**config.mk**
```make
export PLATFORM = sky130hd
export DESIGN_NAME = reg_file_sequencer
export DESIGN_NICKNAME = d
export VERILOG_FILES = /design/src/rtl/reg_seq_pkg.sv /design/src/rtl/alu8.sv /design/src/rtl/reg_file_sequencer.sv
export SDC_FILE = /design/constraint.sdc
export NUM_CORES = 1
export LEC_CHECK = 0
export BUFFER_PORTS_ARGS = -buffer_cell sky130_fd_sc_hd__buf_2
export CAP_MARGIN = 5
export CORE_MARGIN = 10
export CORE_UTILIZATION = 57
export CTS_CLUSTER_SIZE = 16
export DETAILED_ROUTE_END_ITERATION = 8
export GPL_ROUTABILITY_DRIVEN = 0
export PLACE_DENSITY = 0.82
export SLEW_MARGIN = 25
export SYNTH_ARGS = -nofsm -noshare
export SYNTH_HDL_FRONTEND = slang
export SYNTH_SLANG_ARGS = --single-unit
```
**constraint.sdc**
```tcl
create_clock -name CLK -period 4.9 [get_ports CLK]
set_input_delay 0.49 -clock CLK [delete_from_list [all_inputs] [get_ports CLK]]
set_output_delay 0.49 -clock CLK [all_outputs]
set_load 0.05 [all_outputs]
```
**src/rtl/reg_seq_pkg.sv**
```systemverilog
// Shared definitions for the register-file sequencer: opcodes, FSM states and
// instruction field positions.
package reg_seq_pkg;

  localparam logic [3:0] OP_NOP = 4'h0;
  localparam logic [3:0] OP_ADD = 4'h1;
  localparam logic [3:0] OP_SUB = 4'h2;
  localparam logic [3:0] OP_AND = 4'h3;
  localparam logic [3:0] OP_OR  = 4'h4;
  localparam logic [3:0] OP_XOR = 4'h5;
  localparam logic [3:0] OP_MOV = 4'h6;
  localparam logic [3:0] OP_LDI = 4'h7;
  localparam logic [3:0] OP_NOT = 4'h8;
  localparam logic [3:0] OP_SHL = 4'h9;
  localparam logic [3:0] OP_SHR = 4'hA;

  typedef enum logic [1:0] {
    S_IDLE  = 2'd0,
    S_READ  = 2'd1,
    S_EXEC  = 2'd2,
    S_WRITE = 2'd3
  } state_e;

  localparam int unsigned OP_MSB  = 15;
  localparam int unsigned OP_LSB  = 12;
  localparam int unsigned DR_MSB  = 11;
  localparam int unsigned DR_LSB  = 9;
  localparam int unsigned SA_MSB  = 8;
  localparam int unsigned SA_LSB  = 6;
  localparam int unsigned SB_MSB  = 5;
  localparam int unsigned SB_LSB  = 3;
  localparam int unsigned IMM_MSB = 7;
  localparam int unsigned IMM_LSB = 0;

  // Ops that produce a register-file write (everything legal except NOP).
  function automatic logic is_write_op(input logic [3:0] op);
    return (op >= OP_ADD) && (op <= OP_SHR);
  endfunction

endpackage

```
**src/rtl/alu8.sv**
```systemverilog
// Combinational ALU for the sequencer: result, carry/borrow/shift-out and
// opcode legality.
module alu8
  import reg_seq_pkg::*;
#(
  parameter int unsigned WIDTH = 8
) (
  input  logic [3:0]       op,
  input  logic [WIDTH-1:0] a,
  input  logic [WIDTH-1:0] b,
  input  logic [WIDTH-1:0] imm,
  output logic [WIDTH-1:0] result,
  output logic             carry,
  output logic             legal
);

  logic [WIDTH:0] sum;
  logic [WIDTH:0] diff;

  // The extra MSB of the widened difference is the unsigned borrow.
  assign sum  = {1'b0, a} + {1'b0, b};
  assign diff = {1'b0, a} - {1'b0, b};

  always_comb begin
    result = '0;
    carry  = 1'b0;
    legal  = 1'b1;
    case (op)
      OP_NOP: ;
      OP_ADD: begin
        result = sum[WIDTH-1:0];
        carry  = sum[WIDTH];
      end
      OP_SUB: begin
        result = diff[WIDTH-1:0];
        carry  = diff[WIDTH];
      end
      OP_AND: result = a & b;
      OP_OR:  result = a | b;
      OP_XOR: result = a ^ b;
      OP_MOV: result = a;
      OP_LDI: result = imm;
      OP_NOT: result = ~a;
      OP_SHL: begin
        result = {a[WIDTH-2:0], 1'b0};
        carry  = a[WIDTH-1];
      end
      OP_SHR: begin
        result = {1'b0, a[WIDTH-1:1]};
        carry  = a[0];
      end
      default: legal = 1'b0;
    endcase
  end

endmodule

```
**src/rtl/reg_file_sequencer.sv**
```systemverilog
// Four-state instruction sequencer driving the read selects and write port of
// an 8x8 register file: IDLE -> READ -> EXEC -> WRITE.
module reg_file_sequencer
  import reg_seq_pkg::*;
#(
  parameter int unsigned WIDTH  = 8,
  parameter int unsigned ADDR_W = 3
) (
  input  logic              CLK,
  input  logic              RST,
  input  logic [15:0]       INSTR,
  input  logic              INSTR_VALID,
  output logic              INSTR_READY,
  input  logic [WIDTH-1:0]  DATA_A,
  input  logic [WIDTH-1:0]  DATA_B,
  output logic [ADDR_W-1:0] SA,
  output logic [ADDR_W-1:0] SB,
  output logic [ADDR_W-1:0] DR,
  output logic              LD,
  output logic [WIDTH-1:0]  D_OUT,
  output logic              BUSY,
  output logic              DONE,
  output logic              ERR,
  output logic              ZERO,
  output logic              CARRY
);

  state_e           state_q;
  logic [3:0]       op_q;
  logic [WIDTH-1:0] imm_q;
  logic             legal_q;
  logic             wr_q;
  logic             carry_res_q;

  logic [WIDTH-1:0] alu_result;
  logic             alu_carry;
  logic             alu_legal;

  alu8 #(
    .WIDTH (WIDTH)
  ) u_alu (
    .op     (op_q),
    .a      (DATA_A),
    .b      (DATA_B),
    .imm    (imm_q),
    .result (alu_result),
    .carry  (alu_carry),
    .legal  (alu_legal)
  );

  always_ff @(posedge CLK or posedge RST) begin
    if (RST) begin
      state_q     <= S_IDLE;
      op_q        <= OP_NOP;
      imm_q       <= '0;
      legal_q     <= 1'b0;
      wr_q        <= 1'b0;
      carry_res_q <= 1'b0;
      SA          <= '0;
      SB          <= '0;
      DR          <= '0;
      D_OUT       <= '0;
      ZERO        <= 1'b0;
      CARRY       <= 1'b0;
    end else begin
      case (state_q)
        S_IDLE: begin
          if (INSTR_VALID) begin
            op_q    <= INSTR[OP_MSB:OP_LSB];
            imm_q   <= WIDTH'(INSTR[IMM_MSB:IMM_LSB]);
            SA      <= ADDR_W'(INSTR[SA_MSB:SA_LSB]);
            SB      <= ADDR_W'(INSTR[SB_MSB:SB_LSB]);
            DR      <= ADDR_W'(INSTR[DR_MSB:DR_LSB]);
            state_q <= S_READ;
          end
        end
        S_READ: state_q <= S_EXEC;
        S_EXEC: begin
          legal_q     <= alu_legal;
          wr_q        <= is_write_op(op_q);
          carry_res_q <= alu_carry;
          // D_OUT keeps its previous value for NOP and illegal ops.
          if (is_write_op(op_q)) begin
            D_OUT <= alu_result;
          end
          state_q <= S_WRITE;
        end
        S_WRITE: begin
          if (wr_q) begin
            ZERO  <= (D_OUT == '0);
            CARRY <= carry_res_q;
          end
          state_q <= S_IDLE;
        end
        default: state_q <= S_IDLE;
      endcase
    end
  end

  // Decoded straight from state so an async reset drops LD/DONE/ERR at once.
  assign INSTR_READY = (state_q == S_IDLE);
  assign BUSY        = (state_q != S_IDLE);
  assign DONE        = (state_q == S_WRITE);
  assign LD          = (state_q == S_WRITE) && wr_q;
  assign ERR         = (state_q == S_WRITE) && !legal_q;

endmodule

```
==> metrics.cfg <==
[status]
outcome=complete, no violations

[timing]
max_freq_ghz=0.368
post-route-period-util_pct=55.4
clock_skew_ns=0.00354
finalSetupTns_ns=0
rsz0062_at_grt=no
final_max_slew_viol_count=0
period_needed_ns=2.72
tightestPinTransition_ns=0.940
hold_viol=0
setup-violations-final=0
slew_headroom_pct=37.4

[power]
p_leak_nw=1.58
vdd_drop_max_mv=0.485
p_per_area_nw_per_um2=633

[die]
start_util_pct=59.2
coreArea_sq_um=5140
io_pins=59
die_y_um=93.1
die_area_sq_um=8660
row_count=26
die_w_um=93.1

[synthesis]
ys_async_sr_fraction_pct=100
synthDistinctLibCells=60
synth_fp_nets=416
syn-instance-count=349
synth_seq_cells=31
syn_area_sq_um=3040
yosysSeqAreaShare_pct=25.5
synth_edf_count=0
synthFlopType=dfrtp_1
yosys_warnings=0
syn_area_per_cell_sq_um=8.72

[layout]
seqCellArea_sq_um=777
syn2layout_area_growth_pct=12.1
multi_input_area_sq_um=2010
num-nets-final=458
design_area_sq_um=3410
drive_above_1_share_pct=23.7
diodes=0
n_fill_cell=452

[grt]
grtUsageTotal_pct=19.3
gr-usage-met1_pct=24.7
met3_usage_pct=5.28
grt_overflow_total=0
grt_pass1_vias=2779
grtUsageMet2_pct=31.5
top_usage_layer=met2
grt_pass1_wl_mm=13.8
antenna_found_initial=0
grt_max_degree=37

[clock_network]
cts_buffer_depth=2
cts_hold_buf=0
insertion_delay_ns=0.28
cts_resized=0
cts_setup_buffers=0
root_buffer=clkbuf_8
h-tree-depth=2
numCtsBuffers=5
tritoncts=done
clkTransAtPathRegs_ns=0.07
cts.sinks=31

[place]
hpwl_mm=6.40
place_area_sq_um=3290
io_buffers=58

[route]
wire_per_inst_um=18.5
vias=2946
via_per_inst=6.38
dr.pass1.iters=6
ant_nets=0
drt-total-wl_mm=8.55
drc=0
drt_iter0_markers=442

[worst_setup_path]
worstPathMaxFanout=28
end_kind=flop
required_ns=5.05
setup.worst_path.start_class=flop
critPathKind=flop to flop
cp.arrival_ns=2.87

[run]
drv_cap=0

[min_path]
min_path_type=primary input to asynchronous set/reset pin

-- synth_stat cells, types with 4 or more instances --
cell type | count | area, sq um
inv_1 | 32 | 120
dfrtp_1 | 31 | 776
ha_1 | 30 | 375
nor2_1 | 24 | 90.1
o21ai_0 | 20 | 100
mux2_2 | 18 | 203
nand2_1 | 17 | 63.8
a21oi_1 | 15 | 75.1
nand2b_1 | 11 | 68.8
nor2b_1 | 10 | 62.6
nor3_1 | 10 | 50.1
a31oi_1 | 9 | 56.3
buf_2 | 8 | 40.0
clkbuf_1 | 8 | 30.0
mux2i_1 | 7 | 70.1
nor3b_1 | 6 | 45.0
a221oi_1 | 5 | 43.8
a22oi_1 | 5 | 37.5
buf_4 | 5 | 37.5
o22ai_1 | 5 | 31.3
a211oi_1 | 4 | 30.0
a21o_1 | 4 | 30.0
nand3_1 | 4 | 20.0
o221ai_1 | 4 | 35.0
-- placed cells by master (no fill, tap or decap), types with 4 or more instances in the layout --
master,count
nand3_1,4
o221ai_1,4
mux2i_1,7
a22oi_1,5
mux2_2,18
nor2b_1,10
a211oi_1,4
nor3b_1,6
a21oi_1,15
ha_1,30
o22ai_1,5
nor3_1,10
nand2_1,17
dfrtp_1,30
clkbuf_8,6
nand2b_1,11
inv_1,32
a21o_1,4
o21ai_0,20
buf_2,58
a221oi_1,5
a31oi_1,9
nor2_1,24
-- final timing paths --
check	endpoint	from	cells after the start	slack (ns)
worst max-delay path	D_OUT[7]	op_q[2]	5	2.18
worst min-delay path	imm_q[0]	RST	3	0.28
worst max register to register	D_OUT[7]	op_q[2]	5	2.18
worst min register to register	ZERO	ZERO	2	0.48
max in group asynchronous	op_q[1]	RST	3	4.31
min in group CLK	state_q[1]	INSTR_VALID	2	0.44
-- critical path: stages, from the launching register on --
cell	delay [ns]
dfrtp_1	0.94
nor2_1	0.29
a221oi_4	0.74
o31ai_1	0.18
o32ai_1	0.30
o211ai_1	0.12
-- metrics by stage --
stage | hold WS, ns | worst slack [ns] | power (mW) | utilization, % | std cells
2_1_floorplan | 0.453 | 2.64 | 1.62 | - | 349
3_3_place_gp | 0.461 | 2.28 | 1.84 | 64.1 | 454
3_5_place_dp | 0.468 | 2.20 | 1.86 | 64.1 | 454
4_1_cts | 0.293 | 2.15 | 2.14 | 66.4 | 462
5_1_grt | 0.316 | 1.93 | 2.29 | 66.4 | 462
6_report | 0.283 | 2.18 | 2.16 | 66.4 | 462
-- per-layer routing --
metal	vias up	routed length [um]
li1	1357	-
met1	1386	3430
met4	0	178
met3	18	838
met5	-	0
met2	185	4100
-- power by group --
part	leakage, nW	switching [mW]	internal, mW	total, mW
combinational	1.15	0.821	0.470	1.29
sequential	0.363	0.229	0.379	0.608
clock	0.0612	0.0981	0.164	0.263
total	1.58	1.15	1.01	2.16
-- area by class of cell --
class | instances | area share, %
clock inverter | 2 | 1.03
timing repair buffer | 59 | 8.72
tap | 70 | 2.57
sequential | 31 | 22.8
inverter | 32 | 3.52
multi-input combinational | 262 | 59.0
clock buffer | 6 | 2.42
-- registers in the layout, summed over array words and instances, names as in the netlist, 2 cells and up --
name / count
SB: 2
DR: 3
D_OUT: 8
SA: 3
imm_q: 4
state_q: 2
op_q: 4
-- cells by family (layout without fill, tap and decap cells) --
kind of cell               after synthesis  after routing  share of synthesized area (%)
and+or+nand+nor                         99             99                           17.5
xor gates and xnor gates                 4              4                           1.15
buffers and inverters                   56             99                           8.38
adders and majority gates               32             32                           13.6
AOI/OAI and AO/OA                      101            101                           24.1
DFF                                     31             31                           25.5
muxes                                   26             26                           9.70
(Power assumes the default switching activity.)
